$ cat config.mk
export PLATFORM = sky130hd
export DESIGN_NAME = gp_cmd_sequencer
export DESIGN_NICKNAME = d
export VERILOG_FILES = /design/src/rtl/gp_engine_pkg.sv /design/src/rtl/gp_cmd_sequencer.sv
export SDC_FILE = /design/constraint.sdc
export NUM_CORES = 1
export LEC_CHECK = 0
export CORE_MARGIN = 5
export CORE_UTILIZATION = 47
export DETAILED_ROUTE_END_ITERATION = 10
export GPL_ROUTABILITY_DRIVEN = 0
export HOLD_SLACK_MARGIN = 0.03
export PLACE_DENSITY = 0.88
export SYNTH_ARGS = -nofsm -noshare
export SYNTH_HDL_FRONTEND = slang
export SYNTH_SLANG_ARGS = --single-unit
$ cat constraint.sdc
create_clock -name clk -period 2.6 [get_ports clk]
set_input_delay 0.52 -clock clk [delete_from_list [all_inputs] [get_ports clk]]
set_output_delay 0.52 -clock clk [all_outputs]
set_load 0.02 [all_outputs]
$ cat src/rtl/gp_engine_pkg.sv
// -----------------------------------------------------------------------------
// gp_engine_pkg
// Shared types for the GP engine command sequencer.
//   cmd_op_e      : opcode carried in bits [1:0] of a command's address word
//   seq_state_e   : sequencer FSM states (also exported on the debug port)
//   CMD_BUF_DEPTH : number of words in the command buffer
// -----------------------------------------------------------------------------
package gp_engine_pkg;

  localparam int CMD_BUF_DEPTH = 256;

  typedef enum logic [1:0] {
    OP_NOP   = 2'b00,
    OP_WRITE = 2'b01,
    OP_READ  = 2'b10,
    OP_STOP  = 2'b11
  } cmd_op_e;

  typedef enum logic [2:0] {
    S_IDLE     = 3'd0,
    S_FETCH_A  = 3'd1,
    S_FETCH_D  = 3'd2,
    S_DECODE   = 3'd3,
    S_ISSUE    = 3'd4,
    S_WAIT_RSP = 3'd5,
    S_NEXT     = 3'd6,
    S_END      = 3'd7
  } seq_state_e;

endpackage

$ cat src/rtl/gp_cmd_sequencer.sv
// -----------------------------------------------------------------------------
// gp_cmd_sequencer
// Walks the command buffer two words at a time (address word, data word) and
// issues each WRITE/READ command as one single-beat transaction on the master
// request port. NOPs only advance the count, STOP ends the run early.
//
// Ports
//   clk, rst_n          : clock, synchronous active-low reset
//   start, abort        : run start pulse / stop-at-safe-point level
//   cmd_count           : commands in the run, sampled when start is accepted
//   cmd_rd_en/_addr     : command buffer read port, data returns 1 cycle later
//   cmd_rd_data         : command buffer read data
//   mst_req/_wr/_addr/_wdata : transaction request, held until mst_gnt
//   mst_gnt, mst_done, mst_rdata : request accepted / completed / read data
//   busy, done, aborted : run status (done is a one-cycle pulse)
//   exec_cnt            : commands completed in the current/last run
//   last_rdata          : data of the most recent completed read
//   dbg_state           : current FSM state
//
// Handshake: a request is presented with mst_req high and mst_wr/mst_addr/
// mst_wdata constant; it is consumed in the cycle mst_gnt is high, after which
// mst_req drops. Completion is the first cycle with mst_done high at or after
// the grant cycle (both may arrive together).
// -----------------------------------------------------------------------------
module gp_cmd_sequencer
  import gp_engine_pkg::*;
#(
  parameter int ADDR_WIDTH = 32,
  parameter int BUF_AW     = 8,
  parameter int CNT_W      = 8
) (
  input  logic                  clk,
  input  logic                  rst_n,
  input  logic                  start,
  input  logic                  abort,
  input  logic [CNT_W-1:0]      cmd_count,
  output logic                  cmd_rd_en,
  output logic [BUF_AW-1:0]     cmd_rd_addr,
  input  logic [ADDR_WIDTH-1:0] cmd_rd_data,
  output logic                  mst_req,
  output logic                  mst_wr,
  output logic [ADDR_WIDTH-1:0] mst_addr,
  output logic [ADDR_WIDTH-1:0] mst_wdata,
  input  logic                  mst_gnt,
  input  logic                  mst_done,
  input  logic [ADDR_WIDTH-1:0] mst_rdata,
  output logic                  busy,
  output logic                  done,
  output logic                  aborted,
  output logic [CNT_W-1:0]      exec_cnt,
  output logic [ADDR_WIDTH-1:0] last_rdata,
  output seq_state_e            dbg_state
);

  // Address-word pointer of the final command slot; the pointer stops here.
  localparam logic [BUF_AW-1:0] PTR_LAST = BUF_AW'(CMD_BUF_DEPTH - 2);

  seq_state_e            state_q, state_d;
  logic [BUF_AW-1:0]     ptr_q;
  logic [CNT_W-1:0]      count_q;
  logic [ADDR_WIDTH-1:0] addr_word_q;
  logic                  abort_pend_q;

  cmd_op_e op;
  logic    cmd_fin;     // a command completed this cycle
  logic    end_abort;   // run ends because of abort
  logic    abort_any;

  assign op        = cmd_op_e'(addr_word_q[1:0]);
  // An abort seen while a transaction is in flight is remembered so that the
  // run still stops even if abort is released before the transaction ends.
  assign abort_any = abort | abort_pend_q;
  assign dbg_state = state_q;

  always_ff @(posedge clk) begin
    if (!rst_n) state_q <= S_IDLE;
    else        state_q <= state_d;
  end

  always_comb begin
    state_d     = state_q;
    cmd_fin     = 1'b0;
    end_abort   = 1'b0;
    cmd_rd_en   = 1'b0;
    cmd_rd_addr = '0;
    unique case (state_q)
      S_IDLE: begin
        if (start) state_d = (cmd_count == '0) ? S_END : S_FETCH_A;
      end
      S_FETCH_A: begin
        cmd_rd_en   = 1'b1;
        cmd_rd_addr = ptr_q;
        if (abort) begin
          state_d   = S_END;
          end_abort = 1'b1;
        end else begin
          state_d = S_FETCH_D;
        end
      end
      S_FETCH_D: begin
        cmd_rd_en   = 1'b1;
        cmd_rd_addr = ptr_q + BUF_AW'(1);
        if (abort) begin
          state_d   = S_END;
          end_abort = 1'b1;
        end else begin
          state_d = S_DECODE;
        end
      end
      S_DECODE: begin
        if (abort) begin
          state_d   = S_END;
          end_abort = 1'b1;
        end else begin
          case (op)
            OP_NOP: begin
              cmd_fin = 1'b1;
              state_d = S_NEXT;
            end
            OP_STOP:  state_d = S_END;
            default:  state_d = S_ISSUE;
          endcase
        end
      end
      S_ISSUE: begin
        if (mst_gnt) begin
          if (mst_done) begin
            cmd_fin = 1'b1;
            state_d = S_NEXT;
          end else begin
            state_d = S_WAIT_RSP;
          end
        end
      end
      S_WAIT_RSP: begin
        if (mst_done) begin
          cmd_fin = 1'b1;
          state_d = S_NEXT;
        end
      end
      S_NEXT: begin
        if (abort_any) begin
          state_d   = S_END;
          end_abort = 1'b1;
        end else if (exec_cnt == count_q || ptr_q == PTR_LAST) begin
          state_d = S_END;
        end else begin
          state_d = S_FETCH_A;
        end
      end
      S_END:   state_d = S_IDLE;
      default: state_d = S_IDLE;
    endcase
  end

  always_ff @(posedge clk) begin
    if (!rst_n) begin
      ptr_q        <= '0;
      count_q      <= '0;
      addr_word_q  <= '0;
      abort_pend_q <= 1'b0;
      mst_req      <= 1'b0;
      mst_wr       <= 1'b0;
      mst_addr     <= '0;
      mst_wdata    <= '0;
      busy         <= 1'b0;
      done         <= 1'b0;
      aborted      <= 1'b0;
      exec_cnt     <= '0;
      last_rdata   <= '0;
    end else begin
      done <= 1'b0;

      if (state_q == S_IDLE && start) begin
        busy         <= 1'b1;
        exec_cnt     <= '0;
        ptr_q        <= '0;
        aborted      <= 1'b0;
        abort_pend_q <= 1'b0;
        count_q      <= cmd_count;
      end

      if (state_q == S_FETCH_D) addr_word_q <= cmd_rd_data;

      // The data word is on cmd_rd_data during DECODE; register it straight
      // into the request so the bus fields stay frozen while mst_req is high.
      if (state_q == S_DECODE && state_d == S_ISSUE) begin
        mst_req   <= 1'b1;
        mst_wr    <= (op == OP_WRITE);
        mst_addr  <= {addr_word_q[ADDR_WIDTH-1:2], 2'b00};
        mst_wdata <= cmd_rd_data;
      end

      if (state_q == S_ISSUE && mst_gnt) mst_req <= 1'b0;

      if ((state_q == S_ISSUE || state_q == S_WAIT_RSP) && abort)
        abort_pend_q <= 1'b1;

      if (cmd_fin) begin
        exec_cnt <= exec_cnt + CNT_W'(1);
        if (state_q != S_DECODE && !mst_wr) last_rdata <= mst_rdata;
      end

      if (state_q == S_NEXT && state_d == S_FETCH_A)
        ptr_q <= ptr_q + BUF_AW'(2);

      if (end_abort) aborted <= 1'b1;

      if (state_q == S_END) begin
        done         <= 1'b1;
        busy         <= 1'b0;
        abort_pend_q <= 1'b0;
      end
    end
  end

endmodule

==> flow_summary.ini <==
[route]
routed_wl_mm = 18.9
final_antenna_net_count = 0
first_pass_iters = 4
drtIter0Drc = 630
via_per_inst = 5.47
drc = 0
num_vias = 6282
wl_per_cell_um = 16.4

[grt]
grt.total_usage_pct = 23.0
grt_max_degree = 87
antenna_found_initial = 0
grt_pass1_vias = 6022
overflow = 0
met2_usage_pct = 37.6
grt_pass1_wl_mm = 30.0
met1_usage_pct = 27.2
grtUsageMet3_pct = 8.91
grt_most_used_layer = met2

[clock_tree]
cts_root_buf = clkbuf_16
clkLatencyLatePin_ps = 430
cts_buffers = 17
cts_hold_buf = 0
htree_levels = 4
cts.sinks = 158
clock_path_buffers = 2
cts_tree = built
clkTransAtPathRegs_ps = 60

[critical_path]
reg2reg_setup_slack_ps = 290
r2r-end = mst_addr[16]
start_kind = flop
critPathLaunch = dbg_state[2]
crit_path_end_kind = primary output
worst-path-max-fanout = 13
r2r_start = addr_word_q[0]
ff2ff_path_depth = 8
critPathArrivalTime_ps = 1920
required_ps = 2080
path_common_cell = inv_2
path_cells = buf_4, inv_2, nand2b_1, inv_2, clkdlybuf4s50_1
endpoint = cmd_rd_addr[0]
cp_slowest_cell = clkdlybuf4s50_1
crit_type = reg2out
cpPeakStageDelay_ps = 530

[yosys]
synth_top_cell_by_area = dfxtp_1
synth_edf_count = 0
netlist_area_sq_um = 6390
async_flop_share_pct = 0
synth_compound_area_share_pct = 22.1
synth_top_family_by_area = compound AO/OA/AOI/OAI gates
ys_seq_area_share_pct = 49.5
synth_cells = 786
yosysWarnings = 0
synth_xor_xnor_area_share_pct = 1.23
synthFlopType = dfxtp_1
yosysUniqueCellTypes = 55
synthesis.area_per_instance_sq_um = 8.13
synthMuxAreaShare_pct = 0.157
synth_top_area_share_pct = 49.5
synth.area.top_cells = dfxtp_1, a21oi_1, nand2_1
synthAdderAreaFrac_pct = 0.979
ys_ff_latch = 158
synthSimpleGateAreaFrac_pct = 20.0

[placement]
hpwl_mm = 12.6
io_buffers = 196
dpl_cell_area_sq_um = 8500
pre_cts_ws_ps = 16.0

[sta]
post-route-period-util_pct = 94.0
skew_ps = 11.6
clock.fmax_ghz = 0.409
setup-tns-final_ps = 0
fin_crit_ps = 2440
timing.final.ws_setup_ps = 157
hold_viol = 0
tightest_slew_ps = 812
maxSlewViolCount = 0
maxSlewHeadroom_pct = 45.8
setup_viol = 0
rsz0062_at_grt = no

[pwr]
p_seq_share_pct = 36.8
power_mw = 7.41
powerDensity_nw_per_um2 = 810
comb_power_share_pct = 27.6
p_leak_nw = 3.23
p_sw_share_pct = 32.7
clkPwrFrac_pct = 35.6
power.internal_mw = 4.99
ir_drop_uv = 566
p_sw_mw = 2.42

[outcome]
status = completed

[finish]
antenna_cells = 0
syn_to_final_growth_pct = 43.1
final_cell_mix = clkdlybuf4s50_1, dfxtp_1, a21oi_1
fin_nets = 1042
drive_gt1_share_pct = 7.41
layout_commonest_cell = clkdlybuf4s50_1
final_area_sq_um = 9150

[floorplan]
row_count = 42
core_sq_um = 13300
ios = 199
die_y_um = 127
die_width_um = 127
start_util_pct = 48.1
die-area_sq_um = 16000

[run]
drv_cap = 0

[min_path]
worst_hold_path_type = reg2reg
metal layers:
layer  wire (um)  vias up
met4         594        0
li1            -     3059
met3        1620       44
met5           0        -
met1        7570     2957
met2        9090      222
how the worst min path moves through the flow:
| stage | from | depth (start not counted) | to | slack [ps] |
|---|---|---|---|---|
| 5_1_grt | addr_word_q[10] | 2 | addr_word_q[10] | 470 |
| 2_1_floorplan | addr_word_q[10] | 2 | addr_word_q[10] | 440 |
| 3_3_place_gp | last_rdata[20] | 2 | last_rdata[20] | 440 |
| 3_5_place_dp | last_rdata[10] | 2 | last_rdata[10] | 450 |
| 4_1_cts | last_rdata[24] | 2 | last_rdata[24] | 460 |
| 6_report | last_rdata[15] | 2 | last_rdata[15] | 450 |
area by class of cell:
| class | count | area, sq um |
|---|---|---|
| repair buffers | 219 | 2230 |
| clock buffers | 20 | 447 |
| flip-flops and latches | 158 | 3160 |
| inverters | 12 | 47.5 |
| well taps | 176 | 220 |
| clock inverters | 12 | 183 |
| fillers | 1039 | 4150 |
| multi-input cells | 551 | 2860 |
cell usage after synthesis, types with 2 or more instances:
library cell,count
o221ai_2,3
or3_1,2
buf_2,13
nand2_1,152
and2_1,7
o21ai_0,3
o21ai_1,68
inv_1,8
and3_1,7
o32a_1,2
o211ai_1,2
a21oi_1,153
nor2b_1,2
xnor2_1,9
nand3_1,73
nand2b_1,5
nand4_1,4
a211oi_1,2
inv_2,2
nor4_1,2
buf_4,4
buf_6,8
nand3b_1,3
ha_1,5
clkbuf_1,41
dfxtp_1,158
nor2_1,19
clkinv_1,2
worst max-delay path: cells and delay by family, from the launching register on:
kind	cells	cell delay, ps
AND/OR/NAND/NOR	1	120
flip-flops	1	440
buffers and inverters	4	940
cell families after synthesis:
logic type | Yosys count
other cells | 1
fa+ha+maj | 5
compound gates | 252
flops | 158
mux | 1
simple gates | 282
buf+inv | 78
xor+xnor | 9
sequential cells by signal, indices dropped and copies added, names as in the netlist:
signal	flops
addr_word_q	32
last_rdata	32
mst_wdata	32
mst_addr	30
count_q	8
exec_cnt	8
ptr_q	7
dbg_state	3
abort_pend_q	1
aborted	1
busy	1
done	1
mst_req	1
mst_wr	1
power by group through the flow:
stage	clock [mW]	sequential (mW)	combinational (mW)
2_1_floorplan	0	2.86	1.17
3_3_place_gp	0	2.76	1.99
3_5_place_dp	0	2.77	2.02
4_1_cts	2.67	2.72	2.04
5_1_grt	2.78	2.74	2.22
6_report	2.64	2.72	2.05
stage by stage:
step | hold WS [ps] | util (%) | std cells
final | 454 | 68.8 | 1148
after global routing | 473 | 68.8 | 1148
after CTS | 455 | 68.7 | 1148
after detailed placement | 446 | 63.9 | 1116
after global placement | 441 | 63.9 | 1116
after floorplan | 437 | - | 787
repair_timing:
action,4_1_cts,5_1_grt
setup buffers,0,0
endpoints found under the setup margin,0,7
gates resized for setup,0,7
No activity file was read; power rests on OpenSTA's default activity.
